File: src/rtl/iir_sine_gen_if.sv
// Control, coefficient and sample-stream signals of the IIR sine generator.
// The generator takes the master modport; a controller/consumer takes slave.
interface iir_sine_gen_if #(
  parameter int unsigned OUTPUT_WIDTH = 16,
  parameter int unsigned COEFF_WIDTH  = 16
);
  logic                           start;
  logic                           stop;
  logic signed [COEFF_WIDTH-1:0]  a1;
  logic signed [OUTPUT_WIDTH-1:0] seed;
  logic                           tick;
  logic signed [OUTPUT_WIDTH-1:0] y;
  logic                           y_valid;
  logic                           y_ready;
  logic                           running;
  logic                           overrun;

  modport master (
    input  start, stop, a1, seed, tick, y_ready,
    output y, y_valid, running, overrun
  );

  modport slave (
    output start, stop, a1, seed, tick, y_ready,
    input  y, y_valid, running, overrun
  );
endinterface

File: src/rtl/iir_sine_gen.sv
// Marginally stable 2nd-order IIR resonator: y[n] = ((a1*y[n-1]) >>> Q) - y[n-2],
// one sample per accepted tick, saturating feedback, valid/ready output.
module iir_sine_gen #(
  parameter int unsigned OUTPUT_WIDTH = 16,
  parameter int unsigned COEFF_WIDTH  = 16,
  parameter int unsigned Q            = 14
) (
  input  logic           clk,
  input  logic           rst_n,
  iir_sine_gen_if.master bus
);

  localparam int unsigned PW = OUTPUT_WIDTH + COEFF_WIDTH;
  localparam int unsigned SW = OUTPUT_WIDTH + 2;
  localparam logic signed [SW-1:0] SAT_MAX = {3'b000, {(OUTPUT_WIDTH-1){1'b1}}};
  localparam logic signed [SW-1:0] SAT_MIN = {3'b111, {(OUTPUT_WIDTH-1){1'b0}}};

  typedef enum logic [2:0] {
    S_IDLE,
    S_ARMED,
    S_MUL,
    S_SUM,
    S_HOLD
  } state_e;

  state_e                         state_q,   state_d;
  logic signed [COEFF_WIDTH-1:0]  a1_q,      a1_d;
  logic signed [OUTPUT_WIDTH-1:0] p_q,       p_d;
  logic signed [OUTPUT_WIDTH-1:0] q_q,       q_d;
  logic signed [PW-1:0]           prod_q,    prod_d;
  logic signed [OUTPUT_WIDTH-1:0] y_q,       y_d;
  logic                           y_valid_q, y_valid_d;
  logic                           running_q, running_d;
  logic                           overrun_q, overrun_d;

  logic signed [PW-1:0]           shifted;
  logic signed [SW-1:0]           diff;
  logic signed [OUTPUT_WIDTH-1:0] sat_val;

  // Next sample: floor-scaled product minus y[n-2], clamped so feedback never wraps
  always_comb begin
    shifted = prod_q >>> Q;
    diff    = SW'(shifted) - SW'(p_q);
    if (diff > SAT_MAX) begin
      sat_val = OUTPUT_WIDTH'(SAT_MAX);
    end else if (diff < SAT_MIN) begin
      sat_val = OUTPUT_WIDTH'(SAT_MIN);
    end else begin
      sat_val = OUTPUT_WIDTH'(diff);
    end
  end

  always_comb begin
    state_d   = state_q;
    a1_d      = a1_q;
    p_d       = p_q;
    q_d       = q_q;
    prod_d    = prod_q;
    y_d       = y_q;
    y_valid_d = y_valid_q;
    overrun_d = overrun_q;

    case (state_q)
      S_IDLE: ;
      S_ARMED: begin
        if (bus.tick) begin
          y_d     = p_q;
          prod_d  = PW'(a1_q) * PW'(q_q);
          state_d = S_MUL;
        end
      end
      S_MUL: begin
        y_valid_d = 1'b1;
        p_d       = q_q;
        q_d       = sat_val;
        overrun_d = overrun_q | bus.tick;
        state_d   = S_SUM;
      end
      S_SUM: begin
        overrun_d = overrun_q | bus.tick;
        state_d   = S_HOLD;
      end
      S_HOLD: begin
        overrun_d = overrun_q | bus.tick;
        if (y_valid_q && bus.y_ready) begin
          y_valid_d = 1'b0;
          state_d   = S_ARMED;
        end
      end
      default: state_d = S_IDLE;
    endcase

    if (bus.stop) begin
      y_valid_d = 1'b0;
      state_d   = S_IDLE;
    end

    // start outranks stop and tick, from any state
    if (bus.start) begin
      a1_d      = bus.a1;
      p_d       = '0;
      q_d       = bus.seed;
      overrun_d = 1'b0;
      y_valid_d = 1'b0;
      state_d   = S_ARMED;
    end

    running_d = (state_d != S_IDLE);
  end

  always_ff @(posedge clk) begin
    if (!rst_n) begin
      state_q   <= S_IDLE;
      a1_q      <= '0;
      p_q       <= '0;
      q_q       <= '0;
      prod_q    <= '0;
      y_q       <= '0;
      y_valid_q <= 1'b0;
      running_q <= 1'b0;
      overrun_q <= 1'b0;
    end else begin
      state_q   <= state_d;
      a1_q      <= a1_d;
      p_q       <= p_d;
      q_q       <= q_d;
      prod_q    <= prod_d;
      y_q       <= y_d;
      y_valid_q <= y_valid_d;
      running_q <= running_d;
      overrun_q <= overrun_d;
    end
  end

  assign bus.y       = y_q;
  assign bus.y_valid = y_valid_q;
  assign bus.running = running_q;
  assign bus.overrun = overrun_q;

endmodule
File: src/flat_wrapper.sv
// flat-port wrapper written by rule: the top's interface ports become plain ports
module iir_sine_gen_flat 
#(
  parameter int unsigned OUTPUT_WIDTH = 16,
  parameter int unsigned COEFF_WIDTH  = 16,
  parameter int unsigned Q            = 14
)
  (clk, rst_n, bus_start, bus_stop, bus_a1, bus_seed, bus_tick, bus_y_ready, bus_y, bus_y_valid, bus_running, bus_overrun);
  iir_sine_gen_if #(.OUTPUT_WIDTH(OUTPUT_WIDTH), .COEFF_WIDTH(COEFF_WIDTH)) bus_i ();
  input  logic clk;
  input  logic rst_n;
  input wire logic [$bits(bus_i.start)-1:0] bus_start;
  input wire logic [$bits(bus_i.stop)-1:0] bus_stop;
  input wire logic [$bits(bus_i.a1)-1:0] bus_a1;
  input wire logic [$bits(bus_i.seed)-1:0] bus_seed;
  input wire logic [$bits(bus_i.tick)-1:0] bus_tick;
  input wire logic [$bits(bus_i.y_ready)-1:0] bus_y_ready;
  output wire logic [$bits(bus_i.y)-1:0] bus_y;
  output wire logic [$bits(bus_i.y_valid)-1:0] bus_y_valid;
  output wire logic [$bits(bus_i.running)-1:0] bus_running;
  output wire logic [$bits(bus_i.overrun)-1:0] bus_overrun;
  assign bus_i.start = bus_start;
  assign bus_i.stop = bus_stop;
  assign bus_i.a1 = bus_a1;
  assign bus_i.seed = bus_seed;
  assign bus_i.tick = bus_tick;
  assign bus_i.y_ready = bus_y_ready;
  assign bus_y = bus_i.y;
  assign bus_y_valid = bus_i.y_valid;
  assign bus_running = bus_i.running;
  assign bus_overrun = bus_i.overrun;
  iir_sine_gen #(.OUTPUT_WIDTH(OUTPUT_WIDTH), .COEFF_WIDTH(COEFF_WIDTH), .Q(Q)) u_core (.clk(clk), .rst_n(rst_n), .bus(bus_i));
endmodule
File: config.mk
export PLATFORM = sky130hd
export DESIGN_NAME = iir_sine_gen_flat
export DESIGN_NICKNAME = d
export VERILOG_FILES = /design/src/rtl/iir_sine_gen_if.sv /design/src/rtl/iir_sine_gen.sv /design/src/flat_wrapper.sv
export SDC_FILE = /design/constraint.sdc
export NUM_CORES = 1
export LEC_CHECK = 0
export BUFFER_PORTS_ARGS = -buffer_cell sky130_fd_sc_hd__buf_2
export CORE_MARGIN = 4
export CORE_UTILIZATION = 45
export CTS_CLUSTER_DIAMETER = 40
export CTS_CLUSTER_SIZE = 8
export DETAILED_ROUTE_END_ITERATION = 7
export PLACE_DENSITY = 0.68
export SLEW_MARGIN = 0
export SYNTH_ARGS = -nofsm -noshare
export SYNTH_HDL_FRONTEND = slang
export SYNTH_SLANG_ARGS = --single-unit
File: constraint.sdc
create_clock -name clk -period 8.92 [get_ports clk]
set_input_delay 0.892 -clock clk [delete_from_list [all_inputs] [get_ports clk]]
set_output_delay 0.892 -clock clk [all_outputs]
set_load 0.005 [all_outputs]
==> qor.yml <==
cells_and_area:
  fin_area_mm2: 0.0146
  most-common-layout-cells: "inv_1, fa_1, nand2_1"
  multiInputGateArea_mm2: 0.0104
  layout_commonest_cell: "inv_1"
  diodes: 0
  syn2layout_area_growth_pct: 6.59
  drive_above_1_share_pct: 6.24
  nets: 1977
  fin_cells: 1976
  nFillCells: 2870
  register_area_mm2: 0.00176
drt:
  postRouteAntennaNets: 0
  firstDrtPassIters: 5
  vias_per_cell: 5.15
  dr.first_iter.drc_count: 594
  vias: 10200
  wl_per_cell_um: 15.9
  drc_errors: 0
  routed_wirelength_um: 31300
synth:
  avgSynthCellArea_um2: 8.74
  yosys_register_bits: 88
  yosysWarnings: 0
  synth_area_leaders: "fa_1, dfxtp_1, inv_1"
  syn-cell-area_mm2: 0.0137
  synth_largest_area_cell: "fa_1"
  synth_edf_count: 0
  ys_types: 51
  synthCells: 1567
  synth-async-reset-ratio_pct: 0
  seq_area_frac_synth_pct: 12.9
  syn_nets: 1963
  yosysTopAreaCellShare_pct: 38.3
  synth_top_flop_cell: "dfxtp_1"
critical_path:
  r2r-end: "u_core.prod_q[31]"
  cp_max_fo: 18
  critical_path.max_stage_delay_ns: 0.81
  cp-start-kind: "flop"
  r2r_slack_ns: 2.01
  slowest_stage: "fa_1"
  path_class: "reg -> reg"
  cp.required_ns: 9.14
  rr_worst_depth: 20
  crit_top_cell: "fa_1"
  r2r-start: "u_core.q_q[5]"
  worstSetupEndpointType: "flop"
  crit_chain: "and2_1, inv_1, fa_1, inv_1, fa_1, fa_1, fa_1, fa_1, fa_1, ha_1, a21o_1, a21o_1, a211o_1, or4_1, o21ai_0, a31oi_1, a21oi_1, o21bai_1, xnor2_1, a21oi_1"
  arrival_ns: 7.13
pwr:
  power_leakage_nw: 7.13
  ir_drop_mv: 0.113
  total_power_mw: 2.02
  power_per_cell_area_mw_per_mm2: 138
global_routing:
  met2_usage_pct: 35.3
  grt_pass1_vias: 11100
  antenna_found_initial: 0
  grt_pass1_wl_um: 54500
  grt_start_max_net_pins: 59
  grt_overflow: 0
  grt.met3_usage_pct: 2.79
  busiest_layer: "met2"
  grt_use_total_pct: 20.1
  grt_use_met1_pct: 26.3
timing:
  rsz0062_at_grt: "no"
  setup-violations-final: 0
  fmax_mhz: 145
  max_slew_margin_pct: 37.0
  finalHoldViolations: 0
  period_needed_ns: 6.91
  worst_slew_pin_slew_ns: 0.943
  maxSlewViolCount: 0
  holdWs_ns: 0.452
  tns_ns: 0
  clock_skew_ns: 0.00992
  final.period_utilization_pct: 77.5
clock_network:
  clock_path_buffers: 2
  postCtsResizedCells: 0
  cts_setup_buffers: 0
  clk_latency_ns: 0.35
  clk_pin_slew_ns: 0.07
  cts_buffers: 9
  htree_levels: 3
  cts_hold_buf: 0
  clockRootBuffer: "clkbuf_16"
  cts_tree: "done"
  clock-sinks: 88
hold_path:
  min_from: "u_core.bus.y[12]"
  hold_end: "u_core.bus.y[12]"
  hold_path_class: "reg -> reg"
  worstHoldPathCells: 2
floorplan:
  fp-row-count: 63
  die_h_um: 182
  design.die.area_mm2: 0.0333
  die_w_um: 182
  coreArea_mm2: 0.0298
  pin_count: 57
  start_util_pct: 46.0
job:
  cap_violations: 0
place:
  dpl_cell_area_mm2: 0.0143
  place_hpwl_um: 25400
  dp.cells: 1960
  port-buffer-count: 56
  gp_congestion: 0.871
outcome:
  outcome: "complete, no violations"
[worst max-delay path by stage]
stage                        startpoint           endpoint  slack (ns)  cells after the start
after floorplan           u_core.q_q[1]  u_core.prod_q[31]        2.72                     20
after global placement    u_core.q_q[1]  u_core.prod_q[31]        2.23                     19
after detailed placement  u_core.q_q[1]  u_core.prod_q[31]        2.06                     19
after CTS                 u_core.q_q[5]  u_core.prod_q[31]        2.05                     20
after global routing      u_core.q_q[5]  u_core.prod_q[31]        1.64                     20
final                     u_core.q_q[5]  u_core.prod_q[31]        2.01                     20
[state kept, by name, indices dropped and copies added (netlist names)]
register            cells
u_core.prod_q          18
u_core.q_q             16
u_core.a1_q            16
u_core.bus.y           16
u_core.bus.y_valid      1
u_core.bus.overrun      1
u_core.state_q          3
u_core.bus.running      1
u_core.p_q             16
[per-layer routing]
metal | wire length, um | up-vias
met5 | 0 | -
met4 | 756 | 0
met3 | 995 | 47
met2 | 16100 | 175
met1 | 13500 | 5169
li1 | - | 4781
[power by group]
part	leakage, nW	switching, mW	internal [mW]
clock	0.146	0.172	0.222
combinational	6.27	0.652	0.477
sequential	0.717	0.0790	0.417
total	7.13	0.903	1.12
[critical path: cells and delay by family (launching register included)]
kind | cells | cell delay [ns]
AO/OA/AOI/OAI | 8 | 1.31
XOR/XNOR | 1 | 0.16
AND/OR/NAND/NOR | 2 | 0.68
buffers and inverters | 2 | 0.16
flip-flops | 1 | 0.80
adder cells (fa/ha/maj) | 7 | 3.66
[stage by stage]
stage | utilization, % | setup slack (ns)
after floorplan | - | 2.72
after global placement | 48.0 | 2.23
after detailed placement | 48.0 | 2.06
after CTS | 49.0 | 2.05
after global routing | 49.0 | 1.64
final | 49.0 | 2.01
[cell type report]
type                    instances  area share (%)
multi-input cells            1084            71.5
flip-flops and latches         88            12.1
inverters                     330            8.48
well taps                     390            3.34
repair buffers                 68            2.54
clock buffers                  10            1.57
clock inverters                 6           0.514
[synthesized netlist by cell type, types with 4 or more instances]
cell and instances:
mux2i_1 18, inv_1 330, nand4_1 4, a31oi_1 5, o21ai_0 25, fa_1 262
nor2b_1 6, nand3_1 7, a21o_1 10, clkbuf_1 60, a21oi_1 95, o211ai_1 4
o21ai_1 5, a211oi_2 7, or3_1 4, nand2b_1 12, o31ai_1 8, o32ai_1 5
ha_1 96, and2_1 121, o21a_1 6, nand2_1 242, nor2_1 56, nor3_1 6
xor2_1 14, a211oi_1 7, xnor2_1 27, dfxtp_1 88
[cells by family after synthesis]
| kind of cell | after synthesis | synth area share (%) |
|---|---|---|
| DFF | 88 | 12.9 |
| adders and majority gates | 358 | 47.1 |
| AOI/OAI and AO/OA | 198 | 9.22 |
| buffers and inverters | 395 | 10.9 |
| muxes | 19 | 1.40 |
| and+or+nand+nor | 468 | 15.9 |
| xor gates and xnor gates | 41 | 2.62 |
(Power assumes the default switching activity.)
